## config.mk

```make
export PLATFORM = sky130hd
export DESIGN_NAME = out_port_serial_tx
export DESIGN_NICKNAME = d
export VERILOG_FILES = /design/src/rtl/out_port_serial_tx.sv
export SDC_FILE = /design/constraint.sdc
export NUM_CORES = 1
export LEC_CHECK = 0
export ABC_AREA = 1
export CAP_MARGIN = 0
export CORE_MARGIN = 2
export CORE_UTILIZATION = 50
export CTS_CLUSTER_SIZE = 25
export DETAILED_ROUTE_END_ITERATION = 8
export GPL_TIMING_DRIVEN = 0
export PLACE_DENSITY_LB_ADDON = 0.25
export SLEW_MARGIN = 20
export SYNTH_ARGS = -nofsm -noshare
export SYNTH_HDL_FRONTEND = slang
export SYNTH_SLANG_ARGS = --single-unit
```

## constraint.sdc

```tcl
create_clock -name clock -period 2.5 [get_ports clock]
set_input_delay 0.5 -clock clock [delete_from_list [all_inputs] [get_ports clock]]
set_output_delay 0.5 -clock clock [all_outputs]
set_load 0.005 [all_outputs]
```

## src/rtl/out_port_serial_tx.sv

```systemverilog
// out_port_serial_tx: FIFO-buffered UART-style transmitter for the processor output port.
// Frame = start, 16 data bits LSB first, stop. Define OUT_PORT_TX_PARITY_EN for an even-parity bit before stop.
module out_port_serial_tx #(
  parameter int unsigned DEPTH        = 4,
  parameter int unsigned CLKS_PER_BIT = 16
) (
  input  logic                       clock,
  input  logic                       reset_n,
  input  logic                       wr_en,
  input  logic [15:0]                wr_data,
  output logic                       full,
  output logic [$clog2(DEPTH+1)-1:0] level,
  output logic                       overflow,
  output logic                       busy,
  output logic                       tx
);

  localparam int unsigned PW = $clog2(DEPTH);
  localparam int unsigned LW = $clog2(DEPTH + 1);
  localparam int unsigned CW = $clog2(CLKS_PER_BIT);
  localparam logic [CW-1:0] CYC_LAST = CW'(CLKS_PER_BIT - 1);
  localparam logic [LW-1:0] LVL_FULL = LW'(DEPTH);

`ifdef OUT_PORT_TX_PARITY_EN
  typedef enum logic [2:0] {IDLE, START, DATA, PARITY, STOP} state_t;
`else
  typedef enum logic [1:0] {IDLE, START, DATA, STOP} state_t;
`endif

  logic [15:0]   mem [DEPTH];
  logic [PW-1:0] wr_ptr;
  logic [PW-1:0] rd_ptr;
  logic [LW-1:0] count;
  logic          push;
  logic          pop;

  state_t        state;
  logic [15:0]   shift;
  logic [3:0]    bit_cnt;
  logic [CW-1:0] cyc_cnt;
`ifdef OUT_PORT_TX_PARITY_EN
  logic          par_bit;
`endif

  always_comb begin
    full  = (count == LVL_FULL);
    level = count;
    pop   = (state == IDLE) && (count != '0);
    // a pop in the same cycle frees the slot, so a push while full is still accepted
    push  = wr_en && (!full || pop);
  end

  always_ff @(posedge clock) begin
    if (push) mem[wr_ptr] <= wr_data;
  end

  always_ff @(posedge clock or negedge reset_n) begin
    if (!reset_n) begin
      wr_ptr   <= '0;
      rd_ptr   <= '0;
      count    <= '0;
      overflow <= 1'b0;
    end else begin
      if (push) wr_ptr <= wr_ptr + PW'(1);
      if (pop)  rd_ptr <= rd_ptr + PW'(1);
      if (push && !pop)      count <= count + LW'(1);
      else if (pop && !push) count <= count - LW'(1);
      if (wr_en && !push) overflow <= 1'b1;
    end
  end

  // tx is registered from the current state, so the line trails the state by one cycle
  always_ff @(posedge clock or negedge reset_n) begin
    if (!reset_n) begin
      state   <= IDLE;
      shift   <= '0;
      bit_cnt <= '0;
      cyc_cnt <= '0;
      busy    <= 1'b0;
      tx      <= 1'b1;
`ifdef OUT_PORT_TX_PARITY_EN
      par_bit <= 1'b0;
`endif
    end else begin
      case (state)
        IDLE: begin
          tx <= 1'b1;
          if (pop) begin
            shift   <= mem[rd_ptr];
            bit_cnt <= '0;
            cyc_cnt <= '0;
            busy    <= 1'b1;
            state   <= START;
`ifdef OUT_PORT_TX_PARITY_EN
            par_bit <= ^mem[rd_ptr];
`endif
          end
        end
        START: begin
          tx <= 1'b0;
          if (cyc_cnt == CYC_LAST) begin
            cyc_cnt <= '0;
            state   <= DATA;
          end else begin
            cyc_cnt <= cyc_cnt + CW'(1);
          end
        end
        DATA: begin
          tx <= shift[0];
          if (cyc_cnt == CYC_LAST) begin
            cyc_cnt <= '0;
            shift   <= {1'b0, shift[15:1]};
            bit_cnt <= bit_cnt + 4'd1;
            if (bit_cnt == 4'd15) begin
`ifdef OUT_PORT_TX_PARITY_EN
              state <= PARITY;
`else
              state <= STOP;
`endif
            end
          end else begin
            cyc_cnt <= cyc_cnt + CW'(1);
          end
        end
`ifdef OUT_PORT_TX_PARITY_EN
        PARITY: begin
          tx <= par_bit;
          if (cyc_cnt == CYC_LAST) begin
            cyc_cnt <= '0;
            state   <= STOP;
          end else begin
            cyc_cnt <= cyc_cnt + CW'(1);
          end
        end
`endif
        STOP: begin
          tx <= 1'b1;
          if (cyc_cnt == CYC_LAST) begin
            cyc_cnt <= '0;
            busy    <= 1'b0;
            state   <= IDLE;
          end else begin
            cyc_cnt <= cyc_cnt + CW'(1);
          end
        end
        default: begin
          state <= IDLE;
          busy  <= 1'b0;
          tx    <= 1'b1;
        end
      endcase
    end
  end

endmodule
```

==> results of run 1 <==
[layout by cell type, fill, tap and decap left out, drive strengths merged, types with 7 or more instances in the layout]
cell type	synthesis	layout
buf	18	24
clkbuf	1	10
clkdlybuf4s50	0	24
nor2	72	72
inv	52	55
nand2	134	134
edfxtp	64	64
o21ai	10	10
ha	13	13
a21oi	7	7
o211ai	15	15
nand3	25	25
dfrtp	35	35
[logic make-up after synthesis]
| group | synth area share (%) |
|---|---|
| xor gates and xnor gates | 0.769 |
| muxes | 0.247 |
| and+or+nand+nor | 21.8 |
| AOI/OAI and AO/OA | 4.53 |
| buffers and inverters | 6.67 |
| adders and majority gates | 4.01 |
| DFF | 61.9 |
[flip-flops by register name, summed over array words and instances (netlist names)]
name      count
level         3
busy          1
state         2
tx            1
overflow      1
mem          64
shift        16
rd_ptr        2
bit_cnt       4
cyc_cnt       4
wr_ptr        2
[cells in the mapped netlist, drive strengths merged, types with 2 or more instances]
| cell type | count | area share (%) |
|---|---|---|
| o211ai | 15 | 2.5 |
| xor2 | 3 | 0.58 |
| ha | 13 | 3.6 |
| nand4 | 2 | 0.27 |
| inv | 52 | 4.3 |
| a21oi | 7 | 0.77 |
| buf | 18 | 2.3 |
| o21ai | 10 | 1.1 |
| nand2 | 134 | 12 |
| dfrtp | 35 | 19 |
| edfxtp | 64 | 42 |
| nor2 | 72 | 6.0 |
| nand3 | 25 | 3.4 |
[critical path: stages (launching register included)]
cell	delay [ns]
sky130_fd_sc_hd__dfrtp_1	0.41
sky130_fd_sc_hd__inv_1	0.18
sky130_fd_sc_hd__ha_4	0.21
sky130_fd_sc_hd__inv_2	0.06
sky130_fd_sc_hd__nand2_1	0.07
sky130_fd_sc_hd__nand2_2	0.13
sky130_fd_sc_hd__inv_1	0.13
sky130_fd_sc_hd__ha_1	0.14
sky130_fd_sc_hd__inv_1	0.06
sky130_fd_sc_hd__fa_1	0.38
sky130_fd_sc_hd__a21oi_1	0.15
sky130_fd_sc_hd__o21ai_0	0.11
sky130_fd_sc_hd__xor2_1	0.15
[final cells by class]
cell class	count	share of cell area, %
multi-input cells	287	27.7
well taps	108	2.57
clock inverters	7	1.55
repair buffers	30	6.20
inverters	52	3.72
plain buffers	19	2.07
flip-flops and latches	100	53.8
clock buffers	9	2.36
[path summary, 6_finish.rpt]
path	start	end	slack [ns]	cells past startpoint
worst max-delay path	state[1]	level[2]	0.20	12
worst min-delay path	reset_n	cyc_cnt[2]	0.07	1
worst max register to register	state[1]	level[2]	0.20	12
worst min register to register	shift[12]	shift[12]	0.49	2
max in group asynchronous	reset_n	shift[12]	1.97	2
min in group clock	shift[12]	shift[12]	0.49	2
[per-layer routing]
layer,vias to the layer above,global-route usage [%],share of wire [%]
met5,-,0,0
met4,0,6.22,1.3
met3,10,3.94,5.8
met2,70,32.3,49
met1,1459,26.9,44
li1,1549,-,-
[through the flow]
stage               util (%)  hold slack, ns  instance area (um2)  setup TNS [ns]
finish                  59.9          0.0692                 5250               0
global route            59.9          0.0988                 5250               0
CTS                     59.7          0.0829                 5240               0
detailed placement      57.4           0.469                 5030               0
global placement        56.4           0.453                 4940          -24.60
floorplan                  -           0.204                 4560               0
[where the power goes]
| part | internal [mW] | switching [mW] | leakage (nW) |
|---|---|---|---|
| sequential | 2.04 | 0.0991 | 1.02 |
| clock | 0.477 | 0.589 | 0.0944 |
| combinational | 0.271 | 0.359 | 1.17 |
==> impl_results.rst, run 1 <==
.. list-table::
   :header-rows: 1

   * - Metric
     - Value
   * - Synthesized netlist net count
     - 491
   * - Global-route usage over all layers
     - 19.8%
   * - Most used DFF post-synth
     - sky130_fd_sc_hd__edfxtp_1
   * - Number of violations reported at the end of detailed-routing iteration 0
     - 192
   * - Die height
     - 99.5 um
   * - Number of optimization iterations in the first detailed-route pass
     - 4
   * - Kind of start point of the critical path
     - flop
   * - Routed via count
     - 3,088
   * - Leakage component of the power
     - 2.28 nW
   * - Die outline area
     - 9900 um2
   * - Data required time at the worst endpoint
     - 2.75 ns
   * - Initial antenna violation count
     - 0
   * - Post-detailed-route via-to-cell ratio
     - 5.05
   * - Reg clk slew, reported paths
     - 0.10 ns
   * - Final #Nets
     - 532
   * - Overflow after GRT
     - 0
   * - Vias in the first global route
     - 3,050
   * - Post-DR wirelength/cell
     - 14.4 um
   * - Clock tree from TritonCTS
     - done
   * - Die X
     - 99.5 um
   * - Worst Path Max Fanout
     - 7
   * - PnR worst setup slack
     - 0.204 ns
   * - DRC
     - 0
   * - Fin. max-slew vios
     - 0
   * - Clock root buffer
     - sky130_fd_sc_hd__clkbuf_8
   * - Outcome
     - completed
   * - Total number of placement rows
     - 34
   * - Register cell area after layout
     - 2820 um2
   * - Post-layout min period
     - 2.30 ns
   * - Layout Cells excl Fill
     - 612
   * - Last weighted congestion value of the routability-driven placer
     - 0.783
   * - Buffer count from post-CTS setup fixing
     - 0
   * - CTS HTree Levels
     - 3
   * - Syn Area/Cell
     - 9.95 um2
   * - Initial cell density of the core
     - 52.0%
   * - Kind of critical path
     - flop to flop
   * - Setup repair after global routing missed its margin
     - false
   * - Post-Place Setup Slack
     - 0.0224 ns
   * - Number of enable flip-flop cells after synthesis
     - 64
   * - Type of destination of the critical path
     - flop
   * - Relative slew slack
     - 62.0%
   * - Share of final-layout standard cells stronger than drive strength 1
     - 13.7%
   * - Post-DP HPWL
     - 6.17 mm
   * - Pwr/cell area
     - 730 nW/um2
   * - Total wirelength of the detailed-routed design
     - 8.82 mm
   * - Quantity of I/O buffers inserted on ports
     - 25
   * - Register area share after synthesis
     - 61.9%
   * - Number of sinks on the clock net
     - 100
   * - Skew final
     - 0.0102 ns
   * - Max Clock Freq
     - 0.435 GHz
   * - Critical path data arrival time
     - 2.55 ns
   * - Diodes inserted
     - 0
   * - YS warnings
     - 0
   * - Maximum ir drop on the vdd rail
     - 0.416 mV
   * - Overall power
     - 3.83 mW
   * - Wire length of the first global-routing pass
     - 15.0 mm
   * - Distinct cell type count after synthesis
     - 29
   * - Cell area after technology mapping
     - 4560 um2
   * - Clock Path Buffers
     - 2
   * - Antenna violation net count after detailed routing
     - 0
   * - Syn Inst Count
     - 458
   * - Placed instance count
     - 596
   * - # hold bufs at CTS
     - 0
   * - Area taken by multi-input logic gates
     - 1460 um2
   * - Final worst path period share
     - 91.8%
   * - Number of top-level pins
     - 26
   * - Total of endpoints with negative setup slack in the final report
     - 0
   * - Clock insertion delay at the later pin of the skew report
     - 0.37 ns
   * - Count of fill cells added during filler insertion
     - 734
   * - Number of synthesized register bits
     - 100
   * - Transition time at the pin with the least slew margin
     - 0.570 ns
   * - Maximum capacitance violations
     - 0
   * - Path category of the worst min-delay check
     - input port to async pin
   * - Maximum number of pins on one net before global-route repair
     - 20
   * - Number of gates given a new drive strength after cts
     - 0
   * - Async set or reset register ratio after synthesis
     - 36.0%
   * - Floorplan core area
     - 8760 um2
   * - Area delta synth->final
     - 15.1%
   * - TritonCTS buffer count
     - 9
   * - Final Hold Viols
     - 0
Note: power is estimated with default switching activity, not from simulation.
==> inputs of run 2 (changes only) <==
--- a/config.mk
+++ b/config.mk
@@ -5,7 +5,6 @@
 export SDC_FILE = /design/constraint.sdc
 export NUM_CORES = 1
 export LEC_CHECK = 0
-export ABC_AREA = 1
 export CAP_MARGIN = 0
 export CORE_MARGIN = 2
 export CORE_UTILIZATION = 50
==> constraint.sdc (replaced) <==
create_clock -name clock -period 2.75 [get_ports clock]
set_input_delay 0.55 -clock clock [delete_from_list [all_inputs] [get_ports clock]]
set_output_delay 0.55 -clock clock [all_outputs]
set_load 0.005 [all_outputs]
==> run 2 against run 1 <==
Against the previous run:
- first-iteration DRC count decreased by 44%
- clock skew increased by 0.0061 ns
- final area decreased by 6.8%
- fmax decreased by 7.0%
- register-to-register slack improved by 0.08 ns
- critical path depth decreased by 1
- sequential share of layout area increased by 3.9 points
==> impl_results.rst, run 2 <==
.. list-table::
   :header-rows: 1

   * - Metric
     - Value
   * - DRC
     - 0 (unchanged)
   * - Synthesized netlist net count
     - 322 (was 491)
   * - Placed instance count
     - 420 (was 596)
   * - Top reg by flops
     - mem (unchanged)
   * - Initial antenna violation count
     - 0 (unchanged)
   * - Global-route usage over all layers
     - 17.6% (was 19.8%)
   * - Last weighted congestion value of the routability-driven placer
     - 0.800 (was 0.783)
   * - Setup repair after global routing missed its margin
     - false (unchanged)
   * - Quantity of I/O buffers inserted on ports
     - 25 (unchanged)
   * - Worst Path Max Fanout
     - 7 (unchanged)
   * - Diodes inserted
     - 0 (unchanged)
   * - Post-DP HPWL
     - 4.97 mm (was 6.17 mm)
   * - Max Clock Freq
     - 0.405 GHz (was 0.435 GHz)
   * - Wire length of the first global-routing pass
     - 12.8 mm (was 15.0 mm)
   * - Async set or reset register ratio after synthesis
     - 36.0% (unchanged)
   * - Final Hold Viols
     - 0 (unchanged)
   * - Switching share of total power
     - 35.2% (was 27.3%)
   * - Transition time at the pin with the least slew margin
     - 0.932 ns (was 0.570 ns)
   * - Clock insertion delay at the later pin of the skew report
     - 0.37 ns (about the same)
   * - Final #Nets
     - 359 (was 532)
   * - Post-detailed-route via-to-cell ratio
     - 5.59 (was 5.05)
   * - Clock Path Buffers
     - 2 (unchanged)
   * - Path category of the worst min-delay check
     - input port to async pin (unchanged)
   * - CTS HTree Levels
     - 3 (unchanged)
   * - Number of optimization iterations in the first detailed-route pass
     - 4 (unchanged)
   * - Number of violations reported at the end of detailed-routing iteration 0
     - 108 (was 192)
   * - Max stage delay cell, worst path
     - sky130_fd_sc_hd__dfrtp_1 (unchanged)
   * - Synth top area cells
     - sky130_fd_sc_hd__edfxtp_1 45%, sky130_fd_sc_hd__dfrtp_1 20%, sky130_fd_sc_hd__mux2i_1 7.0% (was sky130_fd_sc_hd__edfxtp_1 42%, sky130_fd_sc_hd__dfrtp_1 19%, sky130_fd_sc_hd__nand2_1 10%)
   * - Outcome
     - completed (unchanged)
   * - Post-DR wirelength/cell
     - 17.6 um (was 14.4 um)
   * - Relative slew slack
     - 37.9% (was 62.0%)
   * - Vias in the first global route
     - 2,498 (was 3,050)
   * - Total number of placement rows
     - 33 (was 34)
   * - Share of final-layout standard cells stronger than drive strength 1
     - 11.5% (was 13.7%)
   * - Largest registers
     - mem: 64 flops, shift: 16 flops (unchanged)
   * - Number of enable flip-flop cells after synthesis
     - 64 (unchanged)
   * - Fin. max-slew vios
     - 0 (unchanged)
   * - P_int
     - 3.31 mW (was 2.79 mW)
   * - Initial cell density of the core
     - 51.9% (was 52.0%)
   * - Origin of the critical flop-to-flop path
     - state[1] (unchanged)
   * - Most used standard cells in the synthesized netlist
     - 64 x sky130_fd_sc_hd__edfxtp_1, 35 x sky130_fd_sc_hd__dfrtp_1, 30 x sky130_fd_sc_hd__mux2i_1 (was 122 x sky130_fd_sc_hd__nand2_1, 71 x sky130_fd_sc_hd__nor2_1, 64 x sky130_fd_sc_hd__edfxtp_1)
   * - YS warnings
     - 0 (unchanged)
   * - Clock root buffer
     - sky130_fd_sc_hd__clkbuf_8 (unchanged)
   * - Cells traversed along the worst timing path
     - inv_1, ha_1, nor4b_2, nor2b_1, buf_2, ha_1, inv_1, fa_1, xor2_1, nor2_1, xor2_1 (was inv_1, ha_4, inv_2, nand2_1, nand2_2, inv_1, ha_1, inv_1, fa_1, a21oi_1, o21ai_0, xor2_1)
   * - Post-route setup TNS
     - 0 ns (unchanged)
   * - PnR worst setup slack
     - 0.282 ns (was 0.204 ns)
   * - Part of the total power dissipated in the clock network
     - 16.5% (was 27.8%)
   * - Cell count of the worst reg-to-reg path
     - 11 (was 12)
   * - Post-synthesis cell type with the largest combined area
     - sky130_fd_sc_hd__edfxtp_1 (unchanged)
   * - Critical path data arrival time
     - 2.75 ns (was 2.55 ns)
   * - Maximum ir drop on the vdd rail
     - 0.427 mV (was 0.416 mV)
   * - Pwr/cell area
     - 1050 nW/um2 (was 730 nW/um2)
   * - Crit-path max cell delay
     - 0.43 ns (was 0.41 ns)
   * - Syn Area/Cell
     - 14.9 um2 (was 9.95 um2)
   * - Placed Area
     - 4710 um2 (was 5030 um2)
   * - Cell area after technology mapping
     - 4310 um2 (was 4560 um2)
   * - Number of sinks on the clock net
     - 100 (unchanged)
   * - Count of fill cells added during filler insertion
     - 672 (was 734)
   * - Die height
     - 96.8 um (was 99.5 um)
   * - Skew final
     - 0.0163 ns (was 0.0102 ns)
   * - # hold bufs at CTS
     - 0 (unchanged)
   * - Leading cell types in the layout, fill and taps excluded
     - 64 x sky130_fd_sc_hd__edfxtp_1, 35 x sky130_fd_sc_hd__dfrtp_1, 30 x sky130_fd_sc_hd__mux2i_1 (was 121 x sky130_fd_sc_hd__nand2_1, 67 x sky130_fd_sc_hd__nor2_1, 64 x sky130_fd_sc_hd__edfxtp_1)
   * - Gate family responsible for the most delay along the worst path
     - adder cells (unchanged)
   * - Number of synthesized register bits
     - 100 (unchanged)
   * - Reg clk slew, reported paths
     - 0.11 ns (was 0.10 ns)
   * - Die X
     - 96.8 um (was 99.5 um)
   * - Routed via count
     - 2,437 (was 3,088)
   * - Switching Power
     - 1.80 mW (was 1.05 mW)
   * - Worst reg2reg endpoint
     - level[2] (unchanged)
   * - Leading cell type in the layout, fill and taps excluded
     - sky130_fd_sc_hd__edfxtp_1 (was sky130_fd_sc_hd__nand2_1)
   * - Largest register FFs
     - 64 (unchanged)
   * - Buffer count from post-CTS setup fixing
     - 0 (unchanged)
   * - Critical path buffer and inverter count
     - 3 (was 4)
   * - Number of top-level pins
     - 26 (unchanged)
   * - Die outline area
     - 9370 um2 (was 9900 um2)
   * - Syn Inst Count
     - 289 (was 458)
   * - Layout Cells excl Fill
     - 436 (was 612)
   * - Sequential cell fraction of total power
     - 45.5% (was 55.8%)
   * - Most used DFF post-synth
     - sky130_fd_sc_hd__edfxtp_1 (unchanged)
   * - Area delta synth->final
     - 13.6% (was 15.1%)
   * - Register area share after synthesis
     - 65.6% (was 61.9%)
   * - Final worst path period share
     - 89.8% (was 91.8%)
   * - Distinct cell type count after synthesis
     - 45 (was 29)
   * - Kind of start point of the critical path
     - flop (unchanged)
   * - Total wirelength of the detailed-routed design
     - 7.66 mm (was 8.82 mm)
   * - Overflow after GRT
     - 0 (unchanged)
   * - Leakage component of the power
     - 1.87 nW (was 2.28 nW)
   * - Post-Place Setup Slack
     - 0.159 ns (was 0.0224 ns)
   * - Post-synth top area share
     - 44.6% (was 42.2%)
   * - Kind of critical path
     - flop to flop (unchanged)
   * - Overall power
     - 5.11 mW (was 3.83 mW)
   * - Final instance area
     - 4890 um2 (was 5250 um2)
   * - Antenna violation net count after detailed routing
     - 0 (unchanged)
   * - Clock tree from TritonCTS
     - done (unchanged)
   * - Floorplan core area
     - 8300 um2 (was 8760 um2)
   * - Register cell area after layout
     - 2820 um2 (unchanged)
   * - Data required time at the worst endpoint
     - 3.03 ns (was 2.75 ns)
   * - Cell with the most instances after synthesis
     - sky130_fd_sc_hd__edfxtp_1 (was sky130_fd_sc_hd__nand2_1)
   * - Area taken by multi-input logic gates
     - 1380 um2 (was 1460 um2)
   * - R2R setup slack
     - 0.28 ns (was 0.20 ns)
   * - Type of destination of the critical path
     - flop (unchanged)
   * - Post-layout min period
     - 2.47 ns (was 2.30 ns)
   * - Maximum capacitance violations
     - 0 (unchanged)
   * - Logic gate share of total power
     - 38.0% (was 16.4%)
   * - Total of endpoints with negative setup slack in the final report
     - 0 (unchanged)
   * - Maximum number of pins on one net before global-route repair
     - 22 (was 20)
   * - TritonCTS buffer count
     - 9 (unchanged)
-- run 2: cell count changes in the layout (fill, tap and decap cells not counted), moves of 14 or more --
cell,previous run,this run
sky130_fd_sc_hd__nand2_1,121,21
sky130_fd_sc_hd__o211ai_1,15,1
sky130_fd_sc_hd__inv_1,49,10
sky130_fd_sc_hd__nor2_1,67,4
sky130_fd_sc_hd__mux2i_1,0,30
sky130_fd_sc_hd__o221ai_1,0,15
-- run 2: what timing repair did --
action / CTS / global route
resized for setup: 0 / 1
endpoints found under the hold margin: 0 / 0
setup endpoints to repair: 0 / 2
-- run 2: metrics by stage --
stage,hold WS [ns],utilization [%]
5_1_grt,0.134,58.9
3_5_place_dp,0.449,56.7
6_report,0.110,58.9
2_1_floorplan,0.254,-
3_3_place_gp,0.436,56.5
4_1_cts,0.102,58.9
-- run 2: routing by layer --
| metal | wire (um) | global-route usage, % | up-vias | share of wire [%] |
|---|---|---|---|---|
| li1 | - | - | 1170 | - |
| met1 | 3570 | 23.8 | 1226 | 47 |
| met2 | 3760 | 28.2 | 34 | 49 |
| met3 | 253 | 4.48 | 7 | 3.3 |
| met4 | 76 | 5.53 | 0 | 0.99 |
| met5 | 0 | 0 | - | 0 |
-- run 2: cell type report --
class | instances | area share, %
Clock inverter | 6 | 0.972
Sequential cell | 100 | 57.7
Multi-Input combinational cell | 165 | 28.2
Timing Repair Buffer | 26 | 5.58
Tap cell | 105 | 2.69
Inverter | 10 | 0.767
Buffer | 14 | 1.48
Clock buffer | 10 | 2.61
-- run 2: kinds of logic after synthesis --
group	Yosys count	synth area share [%]
simple gates	55	6.95
mux	49	12.4
xor+xnor	6	1.22
buf+inv	24	2.56
flops	100	65.6
compound gates	41	7.06
fa+ha+maj	14	4.24
-- run 2: worst max path at each step --
stage              from  endpoint  slack (ns)  depth (start not counted)
6_report       state[1]  level[2]        0.28                         11
5_1_grt        state[0]  level[2]        0.02                         11
4_1_cts        state[0]  level[1]        0.15                          9
3_5_place_dp   state[0]  level[1]        0.16                          9
3_3_place_gp   state[0]  level[1]        0.21                          9
2_1_floorplan  state[0]  level[1]        0.45                          9
-- run 2: power by group through the flow --
stage                     clock network [mW]  logic (mW)  registers (mW)
after floorplan                            0        1.41            2.30
after global placement                     0        1.90            2.34
after detailed placement                   0        1.95            2.35
after CTS                              0.871        1.96            2.32
after global routing                   0.918        2.17            2.38
final                                  0.845        1.94            2.33
